==> src/rtl/top_entity_pkg.sv <==
// Shared definitions for the event-queue stream evaluator: sizing constants
// and the queue-entry record passed from the input stage to evaluation.
package top_entity_pkg;

  localparam int DATA_W      = 64;
  localparam int PERIOD_B    = 10;
  localparam int WIN_BUCKETS = 2;
  localparam int QUEUE_DEPTH = 4;

  typedef struct packed {
    logic signed [DATA_W-1:0] x;
    logic                     new_x;
    logic                     tick_b;
  } q_entry_t;

endpackage

==> src/rtl/top_entity_if.sv <==
// Push/pop handshake between the producer (master) and the event queue (slave).
interface top_entity_if;
  import top_entity_pkg::*;

  logic     push;
  q_entry_t push_data;
  logic     push_valid;
  logic     pop;
  q_entry_t head;
  logic     empty;
  logic     full;

  modport master (
    output push, push_data, pop,
    input  push_valid, head, empty, full
  );

  modport slave (
    input  push, push_data, pop,
    output push_valid, head, empty, full
  );

endinterface

==> src/rtl/event_queue.sv <==
// Circular-buffer FIFO of queue entries; a push while full is accepted only
// when a pop frees a slot in the same cycle.
module event_queue
  import top_entity_pkg::*;
#(
  parameter int DEPTH = QUEUE_DEPTH
) (
  input logic         clk,
  input logic         rst,
  top_entity_if.slave q
);

  localparam int PTR_W = (DEPTH > 1) ? $clog2(DEPTH) : 1;
  localparam int CNT_W = $clog2(DEPTH + 1);

  q_entry_t         r_mem [DEPTH];
  logic [PTR_W-1:0] r_wr_ptr;
  logic [PTR_W-1:0] r_rd_ptr;
  logic [CNT_W-1:0] r_count;
  logic             w_do_push;
  logic             w_do_pop;

  function automatic logic [PTR_W-1:0] next_ptr(input logic [PTR_W-1:0] p);
    return (p == PTR_W'(DEPTH - 1)) ? '0 : p + PTR_W'(1);
  endfunction

  assign q.empty      = (r_count == '0);
  assign q.full       = (r_count == CNT_W'(DEPTH));
  assign w_do_pop     = q.pop & ~q.empty;
  assign w_do_push    = q.push & (~q.full | w_do_pop);
  assign q.push_valid = w_do_push;
  assign q.head       = q.empty ? '0 : r_mem[r_rd_ptr];

  // NOTE: flop state uses non-blocking assignments so every register samples pre-edge values.
  always_ff @(posedge clk) begin
    if (!rst) begin
      r_wr_ptr <= '0;
      r_rd_ptr <= '0;
      r_count  <= '0;
    end else begin
      if (w_do_push) r_wr_ptr <= next_ptr(r_wr_ptr);
      if (w_do_pop)  r_rd_ptr <= next_ptr(r_rd_ptr);
      case ({w_do_push, w_do_pop})
        2'b10:   r_count <= r_count + CNT_W'(1);
        2'b01:   r_count <= r_count - CNT_W'(1);
        default: r_count <= r_count;
      endcase
    end
  end

  // NOTE: storage is not reset; the empty flag masks stale contents from the head.
  always_ff @(posedge clk) begin
    if (w_do_push) r_mem[r_wr_ptr] <= q.push_data;
  end

endmodule

==> src/rtl/top_entity.sv <==
// Stream evaluator: A follows every new x; B fires each PERIOD_B cycles with
// the sum of x over a sliding window of WIN_BUCKETS per-period buckets.
module top_entity #(
  parameter int DATA_W      = top_entity_pkg::DATA_W,
  parameter int PERIOD_B    = top_entity_pkg::PERIOD_B,
  parameter int WIN_BUCKETS = top_entity_pkg::WIN_BUCKETS,
  parameter int QUEUE_DEPTH = top_entity_pkg::QUEUE_DEPTH
) (
  input  logic                     clk,
  input  logic                     rst,
  input  logic                     en,
  input  logic signed [DATA_W-1:0] input_x,
  input  logic                     new_input,
  output logic                     qPush,
  output logic                     qPop,
  output logic signed [DATA_W-1:0] qInX,
  output logic                     qPushValid,
  output logic                     qPopValid,
  output logic signed [DATA_W-1:0] qOutX,
  output logic                     qOutNewX,
  output logic signed [DATA_W-1:0] qWaitX,
  output logic                     enA,
  output logic                     enB,
  output logic signed [DATA_W-1:0] stage,
  output logic signed [DATA_W-1:0] timerB,
  output logic signed [DATA_W-1:0] winX_0,
  output logic signed [DATA_W-1:0] winX_1,
  output logic signed [DATA_W-1:0] outA,
  output logic                     aktvOutA,
  output logic signed [DATA_W-1:0] outB,
  output logic                     aktvOutB
);

  import top_entity_pkg::q_entry_t;

  localparam int TMR_W = (PERIOD_B > 1) ? $clog2(PERIOD_B) : 1;

  logic [TMR_W-1:0]         r_timer;
  logic                     w_tick;
  q_entry_t                 r_eval;
  logic                     r_eval_valid;
  logic signed [DATA_W-1:0] r_win [WIN_BUCKETS];
  logic signed [DATA_W-1:0] r_out_a;
  logic signed [DATA_W-1:0] r_out_b;
  logic                     r_aktv_a;
  logic                     r_aktv_b;
  logic signed [DATA_W-1:0] w_bucket;
  logic signed [DATA_W-1:0] w_win_sum;

  top_entity_if u_qif ();

  event_queue #(.DEPTH(QUEUE_DEPTH)) u_event_queue (
    .clk (clk),
    .rst (rst),
    .q   (u_qif.slave)
  );

  assign w_tick          = (r_timer == TMR_W'(PERIOD_B - 1));
  assign u_qif.push      = en & (new_input | w_tick);
  assign u_qif.push_data = '{x: input_x, new_x: new_input, tick_b: w_tick};
  assign u_qif.pop       = en & ~u_qif.empty;

  // Current bucket including the entry under evaluation.
  assign w_bucket = r_win[0] + (r_eval.new_x ? r_eval.x : '0);

  // NOTE: the sum is given its default first so no latch is inferred.
  always_comb begin
    w_win_sum = w_bucket;
    for (int i = 1; i < WIN_BUCKETS; i++) w_win_sum = w_win_sum + r_win[i];
  end

  always_ff @(posedge clk) begin
    if (!rst) begin
      r_timer      <= '0;
      r_eval       <= '0;
      r_eval_valid <= 1'b0;
      r_win        <= '{default: '0};
      r_out_a      <= '0;
      r_out_b      <= '0;
      r_aktv_a     <= 1'b0;
      r_aktv_b     <= 1'b0;
    end else begin
      r_aktv_a <= 1'b0;
      r_aktv_b <= 1'b0;
      if (en) begin
        r_timer      <= w_tick ? '0 : r_timer + TMR_W'(1);
        r_eval_valid <= u_qif.pop;
        if (u_qif.pop) r_eval <= u_qif.head;
        if (r_eval_valid) begin
          if (r_eval.new_x) begin
            r_out_a  <= r_eval.x;
            r_aktv_a <= 1'b1;
          end
          // A tick closes the current bucket and slides the window by one period.
          if (r_eval.tick_b) begin
            r_out_b  <= w_win_sum;
            r_aktv_b <= 1'b1;
            r_win[0] <= '0;
            r_win[1] <= w_bucket;
            for (int i = 2; i < WIN_BUCKETS; i++) r_win[i] <= r_win[i-1];
          end else begin
            r_win[0] <= w_bucket;
          end
        end
      end
    end
  end

  assign qPush      = u_qif.push;
  assign qPop       = u_qif.pop;
  assign qInX       = input_x;
  assign qPushValid = u_qif.push_valid;
  assign qPopValid  = u_qif.pop;
  assign qOutX      = u_qif.head.x;
  assign qOutNewX   = u_qif.head.new_x;
  assign qWaitX     = r_eval.x;
  assign enA        = r_eval_valid & r_eval.new_x;
  assign enB        = r_eval_valid & r_eval.tick_b;
  assign stage      = {{(DATA_W-1){1'b0}}, r_eval_valid};
  assign timerB     = {{(DATA_W-TMR_W){1'b0}}, r_timer};
  assign winX_0     = r_win[0];
  assign winX_1     = r_win[1];
  assign outA       = r_out_a;
  assign aktvOutA   = r_aktv_a;
  assign outB       = r_out_b;
  assign aktvOutB   = r_aktv_b;

endmodule

==> config.mk <==
export PLATFORM = sky130hd
export DESIGN_NAME = top_entity
export DESIGN_NICKNAME = d
export VERILOG_FILES = /design/src/rtl/top_entity_pkg.sv /design/src/rtl/top_entity_if.sv /design/src/rtl/event_queue.sv /design/src/rtl/top_entity.sv
export SDC_FILE = /design/constraint.sdc
export NUM_CORES = 1
export LEC_CHECK = 0
export BUFFER_PORTS_ARGS = -buffer_cell sky130_fd_sc_hd__buf_4
export CAP_MARGIN = 30
export CORE_AREA = 10 10 264 266
export DETAILED_ROUTE_END_ITERATION = 16
export DIE_AREA = 0 0 274 276
export GPL_ROUTABILITY_DRIVEN = 0
export PLACE_DENSITY_LB_ADDON = 0.25
export SETUP_SLACK_MARGIN = 0.1
export SLEW_MARGIN = 30
export SYNTH_ARGS = -nofsm -noshare
export SYNTH_HDL_FRONTEND = slang
export SYNTH_SLANG_ARGS = --single-unit
==> constraint.sdc <==
create_clock -name clk -period 7.4 [get_ports clk]
set_input_delay 0.74 -clock clk [delete_from_list [all_inputs] [get_ports clk]]
set_output_delay 0.74 -clock clk [all_outputs]
set_load 0.02 [all_outputs]
==> results of run 1 <==
metal layers:
| metal | track usage | routed length (µm) |
|---|---|---|
| met5 | 0 | 0 |
| met4 | 0.0829 | 2890 |
| met3 | 0.0520 | 8190 |
| met2 | 0.406 | 47200 |
| met1 | 0.334 | 41600 |
cell usage after synthesis, types with 5 or more instances:
| cell | number |
|---|---|
| o21bai_1 | 30 |
| nor3_1 | 42 |
| and2_1 | 149 |
| or3_1 | 13 |
| nor4_1 | 5 |
| nand3b_1 | 10 |
| buf_4 | 317 |
| o211a_1 | 5 |
| o21ai_1 | 12 |
| a211oi_1 | 16 |
| ha_1 | 132 |
| dfxtp_1 | 338 |
| and3_1 | 22 |
| o21ai_0 | 82 |
| or2_2 | 5 |
| mux4_2 | 66 |
| o211ai_1 | 10 |
| o2bb2ai_1 | 10 |
| a21o_1 | 76 |
| a21oi_1 | 302 |
| o2111ai_1 | 8 |
| a22o_1 | 88 |
| nand2b_1 | 7 |
| xor2_1 | 40 |
| buf_2 | 8 |
| o21a_1 | 24 |
| nor2b_1 | 13 |
| a311oi_1 | 5 |
| edfxtp_1 | 264 |
| clkbuf_1 | 150 |
| a2111oi_0 | 5 |
| nand2_1 | 420 |
| xnor2_1 | 67 |
| a21boi_0 | 7 |
| a22oi_1 | 38 |
| inv_1 | 44 |
| buf_1 | 18 |
| a31oi_1 | 17 |
| o31ai_1 | 11 |
| nand4_1 | 37 |
| nor2_1 | 154 |
| nand3_1 | 53 |
power by group through the flow:
stage	sequential [mW]	clock (mW)	combinational, mW
floorplan	3.76	0	1.83
global placement	3.99	0	2.22
detailed placement	3.98	0	2.24
CTS	3.91	3.46	2.25
global route	3.89	3.60	2.42
finish	3.87	3.41	2.27
cell type report:
| class | count | area [µm²] | area share |
|---|---|---|---|
| multi-input cells | 2179 | 14400 | 0.391 |
| flip-flops and latches | 602 | 14700 | 0.399 |
| clock inverters | 28 | 369 | 0.0100 |
| inverters | 45 | 174 | 0.00472 |
| repair buffers | 554 | 4220 | 0.115 |
| well taps | 855 | 1070 | 0.0291 |
| clock buffers | 92 | 1890 | 0.0513 |
sequential cells by signal (all words and copies together) (netlist names), named ones only:
signal and count:
winX_1 64, u_event_queue.r_wr_ptr 2, r_eval 2, aktvOutB 1
qWaitX 64, u_event_queue.r_mem 264, outA 64, winX_0 64
r_eval_valid 1, u_event_queue.r_rd_ptr 2, u_event_queue.r_count 3, r_timer 4
aktvOutA 1, outB 64
layout by cell type, fill, tap and decap left out, types with 37 or more instances in the layout:
cell type	n
a22o_1	88
inv_1	43
ha_1	132
nand3_1	53
o21ai_0	82
xor2_1	40
and2_1	145
a22oi_1	38
edfxtp_1	264
nor3_1	41
clkbuf_16	66
nand4_1	37
mux4_2	66
nand2_1	417
nor2_1	153
a21oi_1	301
conb_1	123
xnor2_1	67
a21o_1	76
buf_4	548
dfxtp_1	335
how the worst max path moves through the flow:
| stage | start | endpoint | slack, ns | depth (start not counted) |
|---|---|---|---|---|
| after detailed placement | r_eval[1] | outB[63] | 1.19 | 23 |
| after CTS | r_eval[1] | outB[63] | 1.17 | 23 |
| after global placement | r_eval[1] | outB[63] | 1.35 | 23 |
| after floorplan | r_eval[1] | outB[63] | 2.11 | 25 |
| final | r_eval[1] | outB[63] | 1.16 | 23 |
| after global routing | r_eval[1] | outB[63] | 0.61 | 23 |
stage by stage:
step / cells / total power [mW] / utilization / setup WS [ns]
3_3_place_gp: 4231 / 6.20 / 0.537 / 1.35
3_5_place_dp: 4234 / 6.21 / 0.539 / 1.19
6_report: 4355 / 9.55 / 0.574 / 1.16
4_1_cts: 4354 / 9.62 / 0.574 / 1.17
2_1_floorplan: 3320 / 5.59 / - / 2.11
5_1_grt: 4355 / 9.92 / 0.574 / 0.611
cell families (layout without fill, tap and decap cells):
| family | count (synthesis) | count (layout) | synth area share |
|---|---|---|---|
| AND/OR/NAND/NOR | 949 | 949 | 0.140 |
| XOR/XNOR | 107 | 107 | 0.0295 |
| other | 1 | 123 | 0.000118 |
| buffers and inverters | 539 | 719 | 0.102 |
| adder cells (fa/ha/maj) | 135 | 135 | 0.0538 |
| multiplexers | 70 | 70 | 0.0480 |
| flip-flops | 602 | 602 | 0.462 |
| AO/OA/AOI/OAI | 795 | 795 | 0.165 |
==> results.py, run 1 <==
metrics = {
    "routing": {
        "ant_nets": 0,
        "drcViolationCount": 0,
        "drt_wl_total_um": 99800,
        "routed_via_density": 5.61,
        "first_pass_iters": 6,
        "wl_per_cell_um": 22.9,
        "dr.first_iter.drc_count": 1829,
        "dr_total_vias": 24400,
    },
    "power_and_ir_drop": {
        "share_comb_of_total_power": 0.238,
        "p_int_mw": 6.44,
        "p_per_area_mw_per_mm2": 259,
        "p_clk_frac": 0.357,
        "seq_power_share": 0.405,
        "p_switching_mw": 3.11,
        "p_sw_frac": 0.325,
        "vdd_ir_drop_max_v": 0.000254,
        "leakagePower_nw": 15.4,
    },
    "timing": {
        "rsz0062_at_grt": "false",
        "setup_viol": 0,
        "hold_viol_final": 0,
        "drv_slew": 0,
        "worst_pin_slew_ns": 0.926,
        "fmax_ghz": 0.160,
        "final.setup.tns_ns": 0,
        "skew_ns": 0.0203,
        "period_share": 0.843,
        "period_minus_slack_ns": 6.24,
        "worst_hold_slack_ns": 0.336,
        "relSlewSlack": 0.379,
    },
    "critical_path": {
        "path_cells": "buf_4 -> and2_1 -> fa_1 -> a211oi_1 -> nor2_1 -> o211ai_1 -> a211oi_2 -> o2111ai_1 -> a211oi_2 -> o211ai_1 -> nand2_1 -> xor2_1 -> ha_1 -> and3_1 -> o21ai_1 -> a21oi_1 -> and4_1 -> nor3_1 -> o2bb2ai_1 -> a211o_1 -> and3_1 -> or4_1 -> nand3_1",
        "cpPeakStageDelay_ns": 0.60,
        "crit_path_end_kind": "register",
        "worst-setup-path-type": "reg -> reg",
        "cp_num_buf_inv": 1,
        "cp_data_arrival_time_ns": 6.78,
        "timing.rr.start": "r_eval[1]",
        "reg2reg_depth": 23,
        "cp_slowest_cell": "dfxtp_2",
        "regToRegEndpoint": "outB[63]",
        "rrSetupSlack_ns": 1.16,
        "cp-start-kind": "register",
        "critPathMaxFanout": 39,
        "cp.required_ns": 7.95,
        "cp_top_family": "compound AO/OA/AOI/OAI gates",
    },
    "hold_path": {
        "hold_start": "input_x[50]",
        "hold_depth": 1,
        "min_path_type": "in -> reg",
        "min_to": "u_event_queue.r_mem[2][52]",
    },
    "clock_network": {
        "clk_latency_ns": 0.61,
        "htreeDepth": 3,
        "ctsHoldBuffers": 0,
        "postCtsResizedCells": 0,
        "path_clk_slew_ns": 0.06,
        "clk_path_buf_depth": 3,
        "post_cts_buffers": 0,
        "cts_tree": "done",
        "clockRootBuffer": "clkbuf_16",
        "clock-sinks": 602,
        "cts_made_buffers": 66,
    },
    "die": {
        "die-width_um": 274,
        "die_area_mm2": 0.0756,
        "io_pins": 653,
        "core_mm2": 0.0641,
        "initial_core_util": 0.496,
        "fp.dieH_um": 276,
        "rows": 93,
    },
    "status": {
        "status": "finished, final reports clean",
    },
    "synth": {
        "yosysSeqAreaShare": 0.462,
        "yosysTopAreaCell": "edfxtp_1",
        "avgSynthCellArea_um2": 9.95,
        "synthTopCellsByArea": "edfxtp_1 (25%), dfxtp_1 (21%), buf_4 (7.5%)",
        "synth_warnings": 0,
        "async_flop_share": 0,
        "synthFlopType": "dfxtp_1",
        "yosys_register_bits": 602,
        "yosysUniqueCellTypes": 85,
        "synth_top_area_share": 0.249,
        "synth_edf_count": 264,
        "syn_area_mm2": 0.0318,
        "netlist_instances": 3198,
    },
    "placed_design": {
        "io_buffers": 529,
        "hpwl_um": 73600,
        "dpl-instance-area_mm2": 0.0345,
    },
    "global_routing": {
        "grt_antenna_before_repair": 3,
        "track_usage": 0.252,
        "gr-total-overflow": 0,
        "grt_pass1_wl_um": 149000,
        "grt_pass1_vias": 24100,
        "grt_max_degree": 98,
    },
    "final_layout": {
        "fin_nets": 3651,
        "n_fill_cell": 5548,
        "diodes": 0,
        "area_delta_synth_final_pct": 15.8,
        "stdcell_area_mm2": 0.0368,
        "drive_gt1_frac": 0.220,
    },
    "job": {
        "cap_violations": 0,
    },
}
Note: power is estimated with default switching activity, not from simulation.
==> inputs of run 2 (changes only) <==
--- a/config.mk
+++ b/config.mk
@@ -5,11 +5,12 @@
 export SDC_FILE = /design/constraint.sdc
 export NUM_CORES = 1
 export LEC_CHECK = 0
+export ABC_AREA = 1
 export BUFFER_PORTS_ARGS = -buffer_cell sky130_fd_sc_hd__buf_4
 export CAP_MARGIN = 30
-export CORE_AREA = 10 10 264 266
+export CORE_AREA = 10 10 273 275
 export DETAILED_ROUTE_END_ITERATION = 16
-export DIE_AREA = 0 0 274 276
+export DIE_AREA = 0 0 283 285
 export GPL_ROUTABILITY_DRIVEN = 0
 export PLACE_DENSITY_LB_ADDON = 0.25
 export SETUP_SLACK_MARGIN = 0.1
==> constraint.sdc (replaced) <==
create_clock -name clk -period 5.7 [get_ports clk]
set_input_delay 0.57 -clock clk [delete_from_list [all_inputs] [get_ports clk]]
set_output_delay 0.57 -clock clk [all_outputs]
set_load 0.02 [all_outputs]
==> run 2 against run 1 <==
Die area increased by 6.7%. Area after synthesis rose by 7.9%. Register-to-register slack worse by 0.69 ns. Critical path type unchanged. Critical endpoint is now outB[58]. Sequential share of layout area decreased by 2.8 points. Combinational power increased by 13%. Via count increased by 26%. Cell area rose by 7.5%. Critical path depth increased by 2. Largest power group unchanged. Sequential power is 29% higher. Setup slack worse by 0.69 ns. Maximum frequency is 19% higher. Clock skew up 0.0026 ns.
==> results.py, run 2 <==
metrics = {
    "timing": {
        "hold_viol_final": 0,
        "skew_ns": 0.0228,
        "fmax_ghz": 0.191,
        "final.setup.tns_ns": 0,
        "setup_viol": 0,
        "worst_pin_slew_ns": 0.946,
        "relSlewSlack": 0.367,
        "worst_hold_slack_ns": 0.156,
        "rsz0062_at_grt": "false",
        "period_minus_slack_ns": 5.22,
        "period_share": 0.916,
        "drv_slew": 0,
    },
    "synth": {
        "synth_edf_count": 264,
        "syn_area_mm2": 0.0343,
        "synth.most_common_cell": "nand2_1",
        "async_flop_share": 0,
        "synth_top_area_share": 0.231,
        "synthFlopType": "dfxtp_1",
        "yosysUniqueCellTypes": 50,
        "avgSynthCellArea_um2": 7.69,
        "netlist_instances": 4464,
        "yosysSeqAreaShare": 0.428,
        "synth_common_cells": "nand2_1 (1120), inv_1 (501), a21oi_1 (395)",
        "synth_warnings": 0,
        "synthTopCellsByArea": "edfxtp_1 (23%), dfxtp_1 (20%), nand2_1 (12%)",
        "yosysTopAreaCell": "edfxtp_1",
        "yosys_register_bits": 602,
    },
    "final_layout": {
        "post-route-util": 0.571,
        "layout_commonest_cell": "nand2_1",
        "largest_reg_flops": 264,
        "area_delta_synth_final_pct": 15.4,
        "top_register": "u_event_queue.r_mem",
        "drive_gt1_frac": 0.156,
        "final_cell_mix": "nand2_1 (1117), buf_4 (568), inv_1 (499), a21oi_1 (395), nor2_1 (368)",
        "diodes": 0,
        "fin_nets": 4949,
    },
    "routing": {
        "first_pass_iters": 6,
        "wl_per_cell_um": 20.7,
        "dr_total_vias": 30900,
        "drcViolationCount": 0,
        "drt_wl_total_um": 119000,
        "ant_nets": 0,
        "dr.first_iter.drc_count": 2961,
        "routed_via_density": 5.39,
    },
    "global_routing": {
        "grt_max_degree": 97,
        "gr-total-overflow": 0,
        "grt_pass1_vias": 29100,
        "grt_antenna_before_repair": 0,
        "track_usage": 0.279,
        "grt_pass1_wl_um": 177000,
    },
    "clock_network": {
        "clock-sinks": 602,
        "path_clk_slew_ns": 0.06,
        "htreeDepth": 3,
        "clk_path_buf_depth": 3,
        "post_cts_buffers": 0,
        "clockRootBuffer": "clkbuf_16",
        "cts_made_buffers": 66,
        "postCtsResizedCells": 0,
        "clk_latency_ns": 0.63,
        "ctsHoldBuffers": 0,
        "cts_tree": "done",
    },
    "critical_path": {
        "cp.required_ns": 6.22,
        "crit_path_end_kind": "register",
        "worst-setup-path-type": "reg -> reg",
        "cp-start-kind": "register",
        "cp_data_arrival_time_ns": 5.75,
        "critPathMaxFanout": 33,
    },
    "die": {
        "initial_core_util": 0.495,
        "io_pins": 653,
        "rows": 97,
        "die-width_um": 283,
        "fp.dieH_um": 285,
        "core_mm2": 0.0693,
        "die_area_mm2": 0.0807,
    },
    "power_and_ir_drop": {
        "p_per_area_mw_per_mm2": 300,
        "p_total_mw": 11.9,
        "leakagePower_nw": 19.0,
        "seq_power_share": 0.419,
        "vdd_ir_drop_max_v": 0.000255,
        "p_clk_frac": 0.365,
        "p_sw_frac": 0.326,
        "p_int_mw": 8.01,
        "share_comb_of_total_power": 0.215,
        "p_switching_mw": 3.87,
    },
    "job": {
        "cap_violations": 0,
    },
    "placed_design": {
        "io_buffers": 529,
        "hpwl_um": 91300,
    },
    "status": {
        "status": "finished, final reports clean",
    },
    "hold_path": {
        "min_path_type": "in -> reg",
    },
}
## run 2: changes by cell type after synthesis, moves of 54 or more
cell     before   now
inv_1        44   501
o21ai_0      82   262
a21oi_1     302   395
nor2_1      154   375
a32o_1        2    65
xnor2_1      67    13
nand2_1     420  1120
a22o_1       88     0
a21o_1       76    15
nand3_1      53   205
mux4_2       66     0
and2_1      149     3
## run 2: final timing paths
| check | from | end | slack [ns] | cells past startpoint |
|---|---|---|---|---|
| max | r_eval[1] | outB[58] | 0.48 | 25 |
| min reg2reg | outB[1] | outB[1] | 0.47 | 2 |
| max reg2reg | r_eval[1] | outB[58] | 0.48 | 25 |
| min | input_x[31] | u_event_queue.r_mem[0][33] | 0.16 | 1 |
## run 2: area by class of cell
class                      count  area (µm²)
clock buffer                  79        1760
clock inverter                39         437
fill                        6554       29700
inverter                     509        1920
multi-input combinational   2994       15200
sequential                   602       14700
tap                          940        1180
timing repair buffer         573        4370
## run 2: layer usage
| metal | share of wire | vias to the layer above | track usage |
|---|---|---|---|
| met5 | 0 | - | 0 |
| met4 | 0.043 | 0 | 0.115 |
| met3 | 0.090 | 285 | 0.0627 |
| met2 | 0.46 | 1464 | 0.453 |
| met1 | 0.41 | 14400 | 0.356 |
| li1 | - | 14800 | - |
## run 2: power by group through the flow
stage / registers (mW) / logic [mW] / clock network (mW)
after floorplan: 4.93 / 1.93 / 0
after detailed placement: 5.07 / 2.53 / 0
after CTS: 4.98 / 2.54 / 4.39
after global placement: 5.07 / 2.50 / 0
final: 4.98 / 2.56 / 4.34
after global routing: 5.00 / 2.73 / 4.57
## run 2: critical path, stage by stage, from the launching register on
cell and delay [ns]:
dfxtp_2 0.74, buf_4 0.31, nand2_1 0.07, inv_1 0.06
ha_1 0.27, nand2_1 0.16, inv_1 0.06, a21oi_1 0.24
a21boi_0 0.21, nand2_1 0.15, xor2_1 0.28, inv_1 0.14
ha_1 0.32, inv_1 0.09, o21ai_0 0.12, nor2_1 0.22
a21boi_0 0.29, nand2_1 0.22, a21boi_0 0.53, inv_1 0.15
nand3_1 0.14, nand2_1 0.06, nand2_1 0.06, nand3_1 0.09
nand2_1 0.10, inv_1 0.04
## run 2: metrics by stage
stage	instances	area (µm²)	worst slack [ns]
CTS	5735	39600	0.640
detailed placement	5617	37400	0.649
global placement	5615	37300	0.732
floorplan	4586	34800	1.23
finish	5736	39600	0.477
global route	5736	39600	0.160
## run 2: cell families (layout without fill, tap and decap cells)
kind of cell             after synthesis  in the layout  synth area share
other                                  1            123          0.000109
buffers and inverters                990           1200             0.143
adder cells (fa/ha/maj)              135            135            0.0499
flip-flops                           602            602             0.428
XOR/XNOR                              69             69            0.0198
AND/OR/NAND/NOR                     1789           1789             0.210
AO/OA/AOI/OAI                        878            878             0.149
